[config.mk]
export PLATFORM = sky130hd
export DESIGN_NAME = spi_chip_responder
export DESIGN_NICKNAME = d
export VERILOG_FILES = /design/src/rtl/spi_resp_pkg.sv /design/src/rtl/spi_chip_responder_bit_sync.sv /design/src/rtl/spi_chip_responder.sv
export SDC_FILE = /design/constraint.sdc
export NUM_CORES = 1
export LEC_CHECK = 0
export CAP_MARGIN = 20
export CORE_UTILIZATION = 61
export DETAILED_ROUTE_END_ITERATION = 8
export PLACE_DENSITY = 0.94
export SYNTH_ARGS = -nofsm -noshare
export SYNTH_HDL_FRONTEND = slang
export SYNTH_HIERARCHICAL = 1
export SYNTH_SLANG_ARGS = --single-unit
[constraint.sdc]
create_clock -name clk -period 3 [get_ports clk]
set_input_delay 0.75 -clock clk [delete_from_list [all_inputs] [get_ports clk]]
set_output_delay 0.75 -clock clk [all_outputs]
set_load 0.02 [all_outputs]
[src/rtl/spi_resp_pkg.sv]
// spi_resp_pkg: shared state encoding and frame constants for the SPI chip responder
package spi_resp_pkg;
  typedef enum logic [2:0] {IDLE, SETUP, HIGH, LOW, DONE} state_t;
  localparam int CFG_BITS_DEF = 64;
  localparam int WAV_BITS_DEF = 32;
  localparam int CNT_W = 7;
endpackage

[src/rtl/spi_chip_responder_bit_sync.sv]
// bit_sync: two-flop synchronizer with asynchronous active-low reset to a chosen idle value
module bit_sync #(
  parameter logic RST_VAL = 1'b0
) (
  input  logic clk,
  input  logic rst_n,
  input  logic i_d,
  output logic o_q
);
  logic r_meta;
  logic r_q;
  // two-stage capture of an input that is asynchronous to clk
  always_ff @(posedge clk or negedge rst_n) begin
    if (!rst_n) begin
      r_meta <= RST_VAL;
      r_q    <= RST_VAL;
    end else begin
      r_meta <= i_d;
      r_q    <= r_meta;
    end
  end
  assign o_q = r_q;
endmodule

[src/rtl/spi_chip_responder.sv]
// spi_chip_responder: ASIC-side SPI stand-in generating the serial clock and shifting config/waveform frames
module spi_chip_responder
  import spi_resp_pkg::*;
#(
  parameter int                  CLK_DIV   = 4,
  parameter int                  CFG_BITS  = CFG_BITS_DEF,
  parameter int                  WAV_BITS  = WAV_BITS_DEF,
  parameter logic [CFG_BITS-1:0] CFG_RESET = '0
) (
  input  logic                clk,
  input  logic                rst_n,
  input  logic                cs_b,
  input  logic                spi_sel,
  input  logic                mosi,
  output logic                spi_clk_out,
  output logic                miso,
  output logic [CFG_BITS-1:0] cfg_reg,
  output logic                cfg_valid,
  output logic [WAV_BITS-1:0] wav_word,
  output logic                wav_valid,
  output logic                frame_err,
  output logic                busy
);
  localparam int DW = (CLK_DIV > 1) ? $clog2(CLK_DIV) : 1;

  logic                cs_b_s, spi_sel_s, mosi_s;
  logic                r_cs_q;
  state_t              r_state, w_nxt;
  logic [DW-1:0]       r_div;
  logic [CNT_W-1:0]    r_bitcnt;
  logic                r_sel;
  logic [CFG_BITS-1:0] r_tx, r_rx, r_cfg;
  logic [WAV_BITS-1:0] r_wav;
  logic                r_sclk, r_busy, r_cfg_valid, r_wav_valid, r_frame_err;
  logic                w_cs_fall, w_run, w_div_last, w_last_bit, w_abort, w_shift, w_commit;

  bit_sync #(.RST_VAL(1'b1)) u_sync_cs  (.clk(clk), .rst_n(rst_n), .i_d(cs_b),    .o_q(cs_b_s));
  bit_sync #(.RST_VAL(1'b0)) u_sync_sel (.clk(clk), .rst_n(rst_n), .i_d(spi_sel), .o_q(spi_sel_s));
  bit_sync #(.RST_VAL(1'b0)) u_sync_mo  (.clk(clk), .rst_n(rst_n), .i_d(mosi),    .o_q(mosi_s));

  assign w_cs_fall  = r_cs_q & ~cs_b_s;
  assign w_run      = (r_state == SETUP) || (r_state == HIGH) || (r_state == LOW);
  assign w_div_last = (r_div == DW'(CLK_DIV - 1));
  assign w_last_bit = (r_bitcnt == CNT_W'(1));
  assign w_abort    = w_run && cs_b_s;
  assign w_shift    = (r_state == HIGH) && w_div_last && !cs_b_s;
  assign w_commit   = (r_state == LOW) && w_div_last && w_last_bit && !cs_b_s;

  // next state: a raised chip select in any shifting state aborts straight to IDLE
  always_comb begin
    w_nxt = r_state;
    case (r_state)
      IDLE:    w_nxt = w_cs_fall ? SETUP : IDLE;
      SETUP:   w_nxt = cs_b_s ? IDLE : (w_div_last ? HIGH : SETUP);
      HIGH:    w_nxt = cs_b_s ? IDLE : (w_div_last ? LOW : HIGH);
      LOW:     w_nxt = cs_b_s ? IDLE : (w_div_last ? (w_last_bit ? DONE : HIGH) : LOW);
      DONE:    w_nxt = cs_b_s ? IDLE : DONE;
      default: w_nxt = IDLE;
    endcase
  end

  // state, divider and edge-detect registers; divider restarts on every state change
  always_ff @(posedge clk or negedge rst_n) begin
    if (!rst_n) begin
      r_state <= IDLE;
      r_div   <= '0;
      r_cs_q  <= 1'b1;
    end else begin
      r_state <= w_nxt;
      r_div   <= (w_run && w_nxt == r_state) ? r_div + 1'b1 : '0;
      r_cs_q  <= cs_b_s;
    end
  end

  // serial clock, busy and pulses are registered from next state so they are glitch-free and track the state
  always_ff @(posedge clk or negedge rst_n) begin
    if (!rst_n) begin
      r_sclk      <= 1'b0;
      r_busy      <= 1'b0;
      r_cfg_valid <= 1'b0;
      r_wav_valid <= 1'b0;
      r_frame_err <= 1'b0;
    end else begin
      r_sclk      <= (w_nxt == HIGH);
      r_busy      <= (w_nxt != IDLE);
      r_cfg_valid <= w_commit && r_sel;
      r_wav_valid <= w_commit && !r_sel;
      r_frame_err <= w_abort;
    end
  end

  // frame datapath: load readback on start, shift at the end of each high phase, commit on the last bit
  always_ff @(posedge clk or negedge rst_n) begin
    if (!rst_n) begin
      r_sel    <= 1'b0;
      r_tx     <= '0;
      r_rx     <= '0;
      r_bitcnt <= '0;
      r_cfg    <= CFG_RESET;
      r_wav    <= '0;
    end else begin
      if (r_state == IDLE && w_cs_fall) begin
        r_sel    <= spi_sel_s;
        r_tx     <= spi_sel_s ? r_cfg : {{(CFG_BITS - WAV_BITS){1'b0}}, r_wav};
        r_bitcnt <= spi_sel_s ? CNT_W'(CFG_BITS) : CNT_W'(WAV_BITS);
      end
      if (w_shift) begin
        r_rx <= {r_rx[CFG_BITS-2:0], mosi_s};
        r_tx <= r_tx << 1;
      end
      if (r_state == LOW && w_div_last) r_bitcnt <= r_bitcnt - 1'b1;
      if (w_commit && r_sel) r_cfg <= r_rx;
      if (w_commit && !r_sel) r_wav <= r_rx[WAV_BITS-1:0];
    end
  end

  assign miso        = w_run && (r_sel ? r_tx[CFG_BITS-1] : r_tx[WAV_BITS-1]);
  assign spi_clk_out = r_sclk;
  assign busy        = r_busy;
  assign cfg_reg     = r_cfg;
  assign cfg_valid   = r_cfg_valid;
  assign wav_word    = r_wav;
  assign wav_valid   = r_wav_valid;
  assign frame_err   = r_frame_err;
endmodule

# Word-level counts from Yosys, hierarchy flattened
# Cells that the tools add are included.
[op_classes]
n_mux = 18
n_eq_ne = 8
n_bitwise = 2
reduce_logical = 19
n_addsub = 2
[ops]
columns = ["cell", "n"]
rows = [
  ["$mux 64", 3],
  ["$mux 7", 3],
  ["$pmux 3 s5", 1],
  ["$mux 3", 4],
  ["$logic_and 1x1->1", 11],
  ["$eq 3x2->1 const B", 3],
  ["$mux 2", 4],
  ["$eq 7x1->1 const B", 1],
  ["$sub 7x1->7 const B", 1],
  ["$reduce_bool 2->1", 2],
  ["$eq 3x1->1 const B", 1],
  ["$eq 3x3->1", 1],
  ["$eq 3x3->1 const B", 1],
  ["$logic_not 3->1", 1],
  ["$mux 1", 3],
  ["$reduce_bool 3->1", 1],
  ["$add 2x1->2 const B", 1],
  ["$eq 2x2->1 const B", 1],
  ["$logic_not 1->1", 2],
  ["$logic_or 1x1->1", 2],
  ["$and 1x1->1", 1],
  ["$not 1->1", 1],
]
[word_totals]
regBits = 249
inputBits = 5

# Longest topological paths before layout
# Gate-level depths: netlist (run 1).
[depth]
ltp_word = 8
mapped_depth = 8
depth_no_buf = 6

# Cells and area by module
# The synthesis (run 1) kept the hierarchy.
[by_module_without_submodules]
columns = ["mod", "area_each_um2", "cells_each", "seq_area_each_um2", "instances"]
rows = [
  ["spi_chip_responder", 9882.0, 690, 6082.1, 1],
  ["bit_sync at u_sync_mo ...", 50.0, 2, 50.0, 2],
  ["bit_sync at u_sync_cs", 52.6, 2, 52.6, 1],
]

# Worst setup path after synthesis (run 1)
# OpenSTA, ideal clock, no wires.
[synth_path]
path_type = "register -> register"
startpoint = "reg r_bitcnt[1]"
endpoint = "reg r_wav[10] (netlist: wav_word[10])"
required_time_ps = 2875
path_stages_with_launch = 8
arrival_time_ps = 1895
setup_ps = 125
path_slack_ps = 981
path_cell_list = "dfrtp_1 inv_1 ha_1 nor4b_4 nand2_1 nor4_4 buf_6 mux2_2"
[synth_between]
elab_chain_len = 4
[synth_rtl]
columns = ["item", "line", "text"]
rows = [
  ["start, declared", "spi_chip_responder.sv:30", "logic [CNT_W-1:0] r_bitcnt;"],
  ["start signal, assigned", "spi_chip_responder.sv:105", "r_bitcnt <= spi_sel_s ? CNT_W'(CFG_BITS) : CNT_W'(WAV_BITS);"],
  ["start signal, assigned", "spi_chip_responder.sv:111", "if (r_state == LOW && w_div_last) r_bitcnt <= r_bitcnt - 1'b1;"],
  ["$eq 7x1->1", "spi_chip_responder.sv:44", "assign w_last_bit = (r_bitcnt == CNT_W'(1));"],
  ["$logic_and 1x1->1 (2 in series)", "spi_chip_responder.sv:47", "assign w_commit = (r_state == LOW) && w_div_last && w_last_bit && !cs_b_s;"],
  ["$logic_and 1x1->1", "spi_chip_responder.sv:113", "if (w_commit && !r_sel) r_wav <= r_rx[WAV_BITS-1:0];"],
  ["end signal, assigned", "spi_chip_responder.sv:113", ""],
  ["end, declared", "spi_chip_responder.sv:33", "logic [WAV_BITS-1:0] r_wav;"],
]
# No other way between the ends.
# A chain may end at the register's enable or synchronous reset.

# Worst setup path in the final report (run 1)
[layout_path]
startpoint = "reg r_state[1]"
endpoint = "out miso"
[layout_between]
elab_chain_len = 4
[layout_rtl]
columns = ["item", "line", "text"]
rows = [
  ["start, declared", "spi_chip_responder.sv:28", "state_t r_state, w_nxt;"],
  ["start signal, assigned", "spi_chip_responder.sv:69", "r_state <= w_nxt;"],
  ["$eq 3x1->1 or $eq 3x2->1 (tied branches)", "spi_chip_responder.sv:42", "assign w_run = (r_state == SETUP) || (r_state == HIGH) || (r_state == LOW);"],
  ["$logic_or 1x1->1", "spi_chip_responder.sv:42", ""],
  ["$logic_or 1x1->1 (*)", "spi_chip_responder.sv:42", ""],
  ["$logic_and 1x1->1 (*)", "spi_chip_responder.sv:117", "assign miso = w_run && (r_sel ? r_tx[CFG_BITS-1] : r_tx[WAV_BITS-1]);"],
  ["end, declared", "spi_chip_responder.sv:16", "output logic miso,"],
]
# Mark *: on every way between the ends. The rest lies on a longest branch, timed or not.

==> results of run 1 <==
[layer usage]
layer / wire, um / global-route usage, % / vias up
met5: 0 / 0 / -
met4: 507 / 8.48 / 0
li1: - / - / 2744
met2: 10600 / 43.6 / 188
met3: 1120 / 5.13 / 42
met1: 8490 / 32.0 / 3243
[placed cells by master (no fill, tap or decap), drive strengths merged, types with 2 or more instances in the layout]
master         count
a22oi             31
nor2              10
o22ai              2
o21ai             39
or3b               2
or4                2
clkdlybuf4s50    105
a22o              32
nor3               2
clkinv             8
inv                8
nor4b              2
dfrtp            246
nor4               2
mux2             160
nand3              4
nand2             10
dfstp              3
a21oi              7
clkbuf            34
buf               13
ha                 4
a21o              34
bufinv             3
mux2i             34
and4b              2
[critical path, stage by stage, from the launching register on]
cell and delay [ns]:
dfrtp_1 0.57, nor2_1 0.18, nor3_1 0.22, clkdlybuf4s50_1 0.64
[layout make-up]
type                            instances  area (sq um)
Clock buffer                           34           709
Fill cell                             965          3870
Multi-Input combinational cell        393          3550
Tap cell                              216           270
Timing Repair Buffer                  118          1190
Sequential cell                       249          6240
Clock inverter                         12           139
Inverter                                7          26.3
[kinds of logic (layout without fill, tap and decap cells)]
| logic type | after synthesis | in the layout | share of synthesized area, % |
|---|---|---|---|
| simple gates | 42 | 42 | 2.73 |
| fa+ha+maj | 4 | 4 | 0.499 |
| flops | 249 | 249 | 62.1 |
| buf+inv | 54 | 171 | 2.56 |
| mux | 194 | 194 | 21.3 |
| compound gates | 153 | 153 | 10.7 |
[power groups by stage]
| stage | Clock, uW | Sequential [uW] | Combinational, uW |
|---|---|---|---|
| final | 3170 | 3410 | 176 |
| after global routing | 3350 | 3410 | 197 |
| after CTS | 3210 | 3410 | 180 |
| after detailed placement | 0 | 3480 | 180 |
| after global placement | 0 | 3470 | 170 |
| after floorplan | 0 | 3460 | 83.3 |
[worst max-delay path by stage]
stage / cells past startpoint / endpoint / startpoint
after CTS: 3 / miso / r_state[1]$_DFF_PN0_
after floorplan: 7 / wav_word[10]$_DFFE_PN0P_ / r_bitcnt[1]$_DFFE_PN0P_
after detailed placement: 6 / cfg_reg[22]$_DFFE_PN0P_ / r_div[0]$_DFF_PN0_
after global placement: 3 / miso / r_state[1]$_DFF_PN0_
final: 3 / miso / r_state[1]$_DFF_PN0_
after global routing: 3 / miso / r_state[1]$_DFF_PN0_
[stage by stage]
step	cells	hold slack, ns	utilization (%)	total power (uW)	cell area (sq um)
finish	1029	0.183	75.8	6760	12100
floorplan	696	0.331	-	3540	10000
global route	1029	0.209	75.8	6960	12100
CTS	1029	0.193	75.8	6800	12100
detailed placement	983	0.336	70.5	3660	11300
global placement	983	0.334	70.5	3640	11300
==> impl_metrics.env, run 1 <==
export IMPL_status="finished, final reports clean"
export IMPL_worst_setup_path_end_kind="output pin"
export IMPL_synth_cell_area_sq_mm=0.0100
export IMPL_drcViolationCount=0
export IMPL_yosysSeqAreaShare_pct=62.1
export IMPL_pwr_share_seq_pct=50.5
export IMPL_vias_per_cell=6.04
export IMPL_p_comb_share_pct=2.6
export IMPL_worstReg2RegEnd="r_tx[27]$_DFFE_PN0P_"
export IMPL_cts_tree="built"
export IMPL_ff2ff_path_depth=6
export IMPL_netlist_top_cells_area="dfrtp_1 61%, mux2_2 18%, mux2i_1 3.4%, a22o_1 2.8%, a21o_1 2.5%"
export IMPL_syn_inst=696
export IMPL_r2r_start="r_div[0]$_DFF_PN0_"
export IMPL_grt_max_degree=91
export IMPL_clock_root_buffer="clkbuf_16"
export IMPL_rsz0062_at_grt="no"
export IMPL_critical_path_startpoint_type="register"
export IMPL_finalNetCount=803
export IMPL_cts_sinks=249
export IMPL_synth_seq_cells=249
export IMPL_yosysMostFrequentCell="dfrtp_1"
export IMPL_synth_top_cell_area_share_pct=61.3
export IMPL_drt_iter0_drc=380
export IMPL_arrival_ns=2.11
export IMPL_initial_core_util_pct=62.7
export IMPL_fmax_ghz=0.350
export IMPL_core_area_sq_mm=0.0160
export IMPL_p_leak_uw=0.00613
export IMPL_worst_pin_slew_ns=0.986
export IMPL_hold_class="input port to async pin"
export IMPL_grt_use_total_pct=25.3
export IMPL_clk_pin_slew_ns=0.06
export IMPL_hold_violations=0
export IMPL_worst_slack_ns=0.142
export IMPL_p_int_uw=5340
export IMPL_wl_mm=20.7
export IMPL_clk_latency_ns=0.52
export IMPL_grt_pass1_wl_mm=33.4
export IMPL_final_max_slew_viol_count=0
export IMPL_place_congestion=0.780
export IMPL_grt_pass1_vias=6578
export IMPL_pre_cts_slack_ns=0.658
export IMPL_slew_headroom_pct=34.3
export IMPL_die_y_um=130
export IMPL_synth_edf_count=0
export IMPL_power_switching_uw=1420
export IMPL_synth_distinct_cells=41
export IMPL_synth_common_cells="246 x dfrtp_1, 160 x mux2_2, 39 x o21ai_0"
export IMPL_cp_max_fo=11
export IMPL_fin_crit_ns=2.86
export IMPL_drt_pre_antenna_iters=6
export IMPL_syn_avg_cell_area_sq_um=14.4
export IMPL_critPathKind="register to output pin"
export IMPL_die_x_um=130
export IMPL_cts_setup_buffers=0
export IMPL_io_pins=107
export IMPL_layout_area_overhead_vs_synth_pct=20.8
export IMPL_synth_nets=705
export IMPL_vias=6217
export IMPL_setup_tns_ns=0
export IMPL_clkPwrFrac_pct=46.9
export IMPL_grt_antenna_before_repair=0
export IMPL_maxCapViolCount=0
export IMPL_powerDensity_mw_per_mm2=558
export IMPL_htree_levels=1
export IMPL_cts_resized=0
export IMPL_cts_buffer_depth=3
export IMPL_antenna_left=0
export IMPL_clock_skew_ns=0.0183
export IMPL_fin_crit_sh_pct=95.3
export IMPL_vdd_ir_drop_max_v=0.000488
export IMPL_synth_warnings=6
export IMPL_cts_buffers=25
export IMPL_ys_dominant_reg_cell="dfrtp_1"
export IMPL_p_sw_share_pct=21.0
export IMPL_yosysTopAreaCell="dfrtp_1"
export IMPL_io_buffer_count=106
export IMPL_r2r_slack_ns=0.60
export IMPL_routedWlPerCell_um=20.1
export IMPL_required_ns=2.25
export IMPL_async_reset_ff_share_pct=100
export IMPL_holdBufCountCts=0
export IMPL_row_count=46
export IMPL_antenna_cells=0
export IMPL_drive_above_1_share_pct=28.2
export IMPL_overflow=0
export IMPL_setup_viol=0
export IMPL_hpwlAfterDp_mm=12.7
export IMPL_die_area_sq_mm=0.0170
Power figures use the tool's default switching activity.
==> inputs of run 2 (changes only) <==
--- a/config.mk
+++ b/config.mk
@@ -6,6 +6,7 @@
 export NUM_CORES = 1
 export LEC_CHECK = 0
 export CAP_MARGIN = 20
+export CORE_MARGIN = 2
 export CORE_UTILIZATION = 61
 export DETAILED_ROUTE_END_ITERATION = 8
 export PLACE_DENSITY = 0.94
==> run 2 against run 1 <==
Net effect: sequential power barely moved; sequential share of layout area rose by 0.084 points; combinational power rose by 6%; critical path depth did not move; first-iteration DRC count rose by 33%; cell count did not move; critical path type unchanged; largest cell class unchanged.
==> impl_metrics.env, run 2 (same netlist as run 1, synthesis figures left out) <==
export IMPL_status="finished, final reports clean"
export IMPL_clkPwrFrac_pct=45.7
export IMPL_die_area_sq_mm=0.0175
export IMPL_die_x_um=132
export IMPL_final_cells=1029
export IMPL_powerDensity_mw_per_mm2=547
export IMPL_fmax_ghz=0.356
export IMPL_grt_pass1_vias=6801
export IMPL_drive_above_1_share_pct=27.6
export IMPL_finalNetCount=805
export IMPL_multi_input_area_sq_mm=0.00355
export IMPL_whs_ns=0.257
export IMPL_p_int_uw=5220
export IMPL_htree_levels=1
export IMPL_cts_tree="built"
export IMPL_ff_latch_area_sq_mm=0.00624
export IMPL_clock_root_buffer="clkbuf_16"
export IMPL_power_switching_uw=1400
export IMPL_p_leak_uw=0.00610
export IMPL_grt_antenna_before_repair=0
export IMPL_clk_latency_ns=0.51
export IMPL_cts_buffer_depth=3
export IMPL_cts_buffers=25
export IMPL_drt_iter0_drc=506
export IMPL_grt_use_total_pct=25.6
export IMPL_fin_crit_sh_pct=93.6
export IMPL_holdBufCountCts=0
export IMPL_vdd_ir_drop_max_v=0.000449
export IMPL_slew_headroom_pct=48.6
export IMPL_cts_sinks=249
export IMPL_cp_max_fo=11
export IMPL_grt_pass1_wl_mm=36.5
export IMPL_maxCapViolCount=0
export IMPL_critical_path_startpoint_type="register"
export IMPL_ff2ff_path_depth=6
export IMPL_hold_violations=0
export IMPL_layout_area_overhead_vs_synth_pct=20.7
export IMPL_setup_tns_ns=0
export IMPL_vias_per_cell=6.21
export IMPL_critPathKind="register to output pin"
export IMPL_antenna_left=0
export IMPL_clk_pin_slew_ns=0.06
export IMPL_grt_max_degree=99
export IMPL_io_buffer_count=106
export IMPL_clock_skew_ns=0.0134
export IMPL_hold_class="input port to async pin"
export IMPL_p_sw_share_pct=21.2
export IMPL_die_y_um=132
export IMPL_required_ns=2.25
export IMPL_cts_setup_buffers=0
export IMPL_antenna_cells=0
export IMPL_p_comb_share_pct=2.8
export IMPL_hpwlAfterDp_mm=13.0
export IMPL_fin_crit_ns=2.81
export IMPL_drt_pre_antenna_iters=4
export IMPL_worst_pin_slew_ns=0.771
export IMPL_initial_core_util_pct=62.7
export IMPL_overflow=0
export IMPL_vias=6395
export IMPL_row_count=46
export IMPL_final_common_cell="dfrtp_1"
export IMPL_setup_viol=0
export IMPL_rsz0062_at_grt="no"
export IMPL_layout_common_cells="243 x dfrtp_1, 160 x mux2_2, 105 x clkdlybuf4s50_1, 39 x o21ai_0"
export IMPL_arrival_ns=2.06
export IMPL_place_congestion=0.838
export IMPL_pwr_share_seq_pct=51.5
export IMPL_dp_cells=985
export IMPL_nFillCells=927
export IMPL_routedWlPerCell_um=21.4
export IMPL_io_pins=107
export IMPL_worst_setup_path_end_kind="output pin"
export IMPL_core_area_sq_mm=0.0160
export IMPL_final_max_slew_viol_count=0
export IMPL_wl_mm=22.0
export IMPL_drcViolationCount=0
==> run 2: cell types whose count changed in the layout (fill, tap and decap cells not counted) <==
cell,change
clkbuf_1,+7
clkinv_2,-7
buf_12,+2
clkbuf_8,-2
dfrtp_1,-2
dfrtp_2,+2
bufinv_16,-1
clkinv_4,+1
==> run 2: area by class of cell <==
cell class / count / share of cell area (%)
clock buffers: 39 / 5.85
well taps: 216 / 2.23
repair buffers: 120 / 10.2
clock inverters: 5 / 0.682
inverters: 7 / 0.217
flip-flops and latches: 249 / 51.5
multi-input cells: 393 / 29.3
==> run 2: final timing paths <==
kind,startpoint,slack (ns),end
setup / recovery,r_state[0]$_DFF_PN0_,0.19,miso
hold / removal,rst_n,0.26,r_tx[27]$_DFFE_PN0P_
setup reg to reg,r_div[0]$_DFF_PN0_,0.42,r_tx[44]$_DFFE_PN0P_
hold reg to reg,u_sync_mo/r_meta$_DFF_PN0_,0.35,u_sync_mo/o_q$_DFF_PN0_
max in group asynchronous,rst_n,1.95,cfg_reg[52]$_DFFE_PN0P_
min in group clk,u_sync_mo/r_meta$_DFF_PN0_,0.35,u_sync_mo/o_q$_DFF_PN0_
==> run 2: timing repair <==
action / in CTS / in global routing
hold endpoints to repair: 0 / 0
gates resized for setup: 0 / 2
endpoints found under the setup margin: 0 / 1
==> run 2: metal layers <==
| layer | GRT usage (%) | wire length, um | vias to the layer above |
|---|---|---|---|
| li1 | - | - | 2768 |
| met1 | 34.4 | 9280 | 3356 |
| met2 | 42.6 | 11000 | 203 |
| met3 | 4.84 | 1170 | 68 |
| met4 | 8.48 | 537 | 0 |
| met5 | 0 | 0 | - |
==> run 2: worst max-delay path: stages (launching register included) <==
cell and delay (ns):
dfrtp_2 0.49, nor2_1 0.16, nor3_1 0.24, clkdlybuf4s50_1 0.65
==> run 2: stage by stage <==
stage               util, %  worst slack [ns]  area [sq um]  total power, uW
global route           75.7             0.127         12100             6840
CTS                    75.7            0.0732         12100             6660
finish                 75.7             0.191         12100             6630
global placement       70.7             0.614         11300             3650
detailed placement     70.7             0.484         11300             3660
floorplan                 -             0.981         10000             3540
==> run 2: power groups by stage <==
| stage | clock network, uW | logic, uW | registers, uW |
|---|---|---|---|
| after floorplan | 0 | 83.3 | 3460 |
| after global placement | 0 | 178 | 3470 |
| after detailed placement | 0 | 186 | 3470 |
| after CTS | 3060 | 190 | 3410 |
| after global routing | 3210 | 209 | 3410 |
| final | 3030 | 186 | 3410 |
==> inputs of run 3 (changes only) <==
==> constraint.sdc (replaced) <==
create_clock -name clk -period 3.4 [get_ports clk]
set_input_delay 0.85 -clock clk [delete_from_list [all_inputs] [get_ports clk]]
set_output_delay 0.85 -clock clk [all_outputs]
set_load 0.02 [all_outputs]
==> run 3 against run 2 <==
Net effect: critical path depth stayed put; clock power is 6.9% lower; core utilization hardly changed; clock skew is 0.0036 ns lower; via count is 1.9% lower; register-to-register slack better by 0.43 ns; critical path type unchanged.
==> impl_metrics.env, run 3 (same netlist as run 1, synthesis figures left out) <==
export IMPL_place_congestion=0.748
export IMPL_setup_tns_ns=0
export IMPL_setup_viol=0
export IMPL_clock_root_buffer="clkbuf_16"
export IMPL_layout_common_cells="245 x dfrtp_1, 160 x mux2_2, 105 x clkdlybuf4s50_1, 39 x o21ai_0"
export IMPL_met3_length_mm=1.07
export IMPL_slowest_delay_ns=0.64
export IMPL_top_layer="met4"
export IMPL_hpwlAfterDp_mm=13.0
export IMPL_final_cells=1027
export IMPL_wl_mm=21.6
export IMPL_powerDensity_mw_per_mm2=495
export IMPL_initial_core_util_pct=62.7
export IMPL_grt_antenna_before_repair=0
export IMPL_io_pins=107
export IMPL_fmax_ghz=0.334
export IMPL_final_max_slew_viol_count=0
export IMPL_critPathSlowestCell="clkdlybuf4s50_1"
export IMPL_clk_pin_slew_ns=0.06
export IMPL_critical_path_startpoint_type="register"
export IMPL_clock_skew_ns=0.00980
export IMPL_slew_headroom_pct=49.0
export IMPL_fin_crit_ns=2.99
export IMPL_drt_pre_antenna_iters=6
export IMPL_row_count=46
export IMPL_critPathKind="register to output pin"
export IMPL_cts_buffers=24
export IMPL_finalPower_uw=6000
export IMPL_grt_use_total_pct=25.0
export IMPL_vdd_ir_drop_max_v=0.000407
export IMPL_cts_sinks=249
export IMPL_clk_latency_ns=0.51
export IMPL_wl_met2_mm=11.3
export IMPL_io_buffer_count=106
export IMPL_layout_area_overhead_vs_synth_pct=20.8
export IMPL_arrival_ns=2.14
export IMPL_holdBufCountCts=0
export IMPL_cp_max_fo=11
export IMPL_grt_pass1_wl_mm=35.3
export IMPL_antenna_left=0
export IMPL_hold_violations=0
export IMPL_grt_pass1_vias=6583
export IMPL_dp_cells=985
export IMPL_worst_pin_slew_ns=0.766
export IMPL_met1Wirelength_mm=8.55
export IMPL_status="finished, final reports clean"
export IMPL_required_ns=2.55
export IMPL_core_area_sq_mm=0.0160
export IMPL_vias_per_cell=6.11
export IMPL_crit_family="buffers and inverters"
export IMPL_drcViolationCount=0
export IMPL_fin_crit_sh_pct=87.9
export IMPL_die_x_um=132
export IMPL_die_area_sq_mm=0.0175
export IMPL_drt_iter0_drc=560
export IMPL_cts_setup_buffers=0
export IMPL_routedWlPerCell_um=21.0
export IMPL_hold_class="register to register"
export IMPL_path_cells="nor2_1 > nor3_1 > clkdlybuf4s50_1"
export IMPL_path_buf_inv=1
export IMPL_drive_above_1_share_pct=27.9
export IMPL_die_y_um=132
export IMPL_cts_buffer_depth=3
export IMPL_p_leak_uw=0.00612
export IMPL_finalNetCount=804
export IMPL_cts_tree="built"
export IMPL_htree_levels=1
export IMPL_grt_max_degree=101
export IMPL_maxCapViolCount=0
export IMPL_final_common_cell="dfrtp_1"
export IMPL_antenna_cells=0
export IMPL_nFillCells=943
export IMPL_overflow=0
export IMPL_cts_resized=0
export IMPL_vias=6271
export IMPL_rsz0062_at_grt="no"
export IMPL_worst_setup_path_end_kind="output pin"
run 3: cell types whose count changed in the layout (fill, tap and decap cells not counted):
cell / previous run / this run
inv_6: 1 / 0
dfrtp_2: 3 / 1
buf_12: 5 / 2
buf_4: 9 / 12
bufinv_16: 2 / 5
clkbuf_1: 11 / 5
dfrtp_1: 243 / 245
clkinv_4: 1 / 0
clkbuf_8: 3 / 1
clkinv_2: 1 / 6
run 3: area by class of cell:
cell class | count | area [sq um] | area share (%)
Clock inverter | 11 | 180 | 1.49
Sequential cell | 249 | 6240 | 51.5
Tap cell | 216 | 270 | 2.23
Inverter | 7 | 26.3 | 0.217
Clock buffer | 31 | 658 | 5.43
Timing Repair Buffer | 120 | 1200 | 9.87
Multi-Input combinational cell | 393 | 3550 | 29.3
run 3: where the power goes:
part / switching [uW] / internal (uW)
sequential: 29.3 / 2980
combinational: 118 / 42.3
clock: 1080 / 1740
total: 1230 / 4770
run 3: worst paths after layout:
path                                            start                      end  slack, ns  depth (start not counted)
setup / recovery                 r_state[0]$_DFF_PN0_                     miso       0.41                          3
hold / removal             u_sync_mo/r_meta$_DFF_PN0_  u_sync_mo/o_q$_DFF_PN0_       0.36                          0
setup reg to reg                 r_state[2]$_DFF_PN0_     r_tx[27]$_DFFE_PN0P_       0.85                          4
hold reg to reg            u_sync_mo/r_meta$_DFF_PN0_  u_sync_mo/o_q$_DFF_PN0_       0.36                          0
max in group asynchronous                       rst_n     r_rx[50]$_DFFE_PN0P_       2.15                          2
min in group asynchronous                       rst_n      frame_err$_DFF_PN0_       0.37                          1
run 3: stage by stage:
stage          area (sq um)  setup slack, ns  hold WS, ns  util, %
4_1_cts               12100            0.403        0.355     75.7
3_3_place_gp          11300            0.995        0.334     70.5
6_report              12100            0.410        0.355     75.7
3_5_place_dp          11300            0.919        0.341     70.5
2_1_floorplan         10000             1.38        0.331        -
5_1_grt               12100            0.337        0.361     75.7
run 3: metal layers:
metal	up-vias	GRT usage [%]
met5	-	0
met4	0	8.84
met3	48	4.50
met2	213	43.9
met1	3250	31.4
li1	2760	-
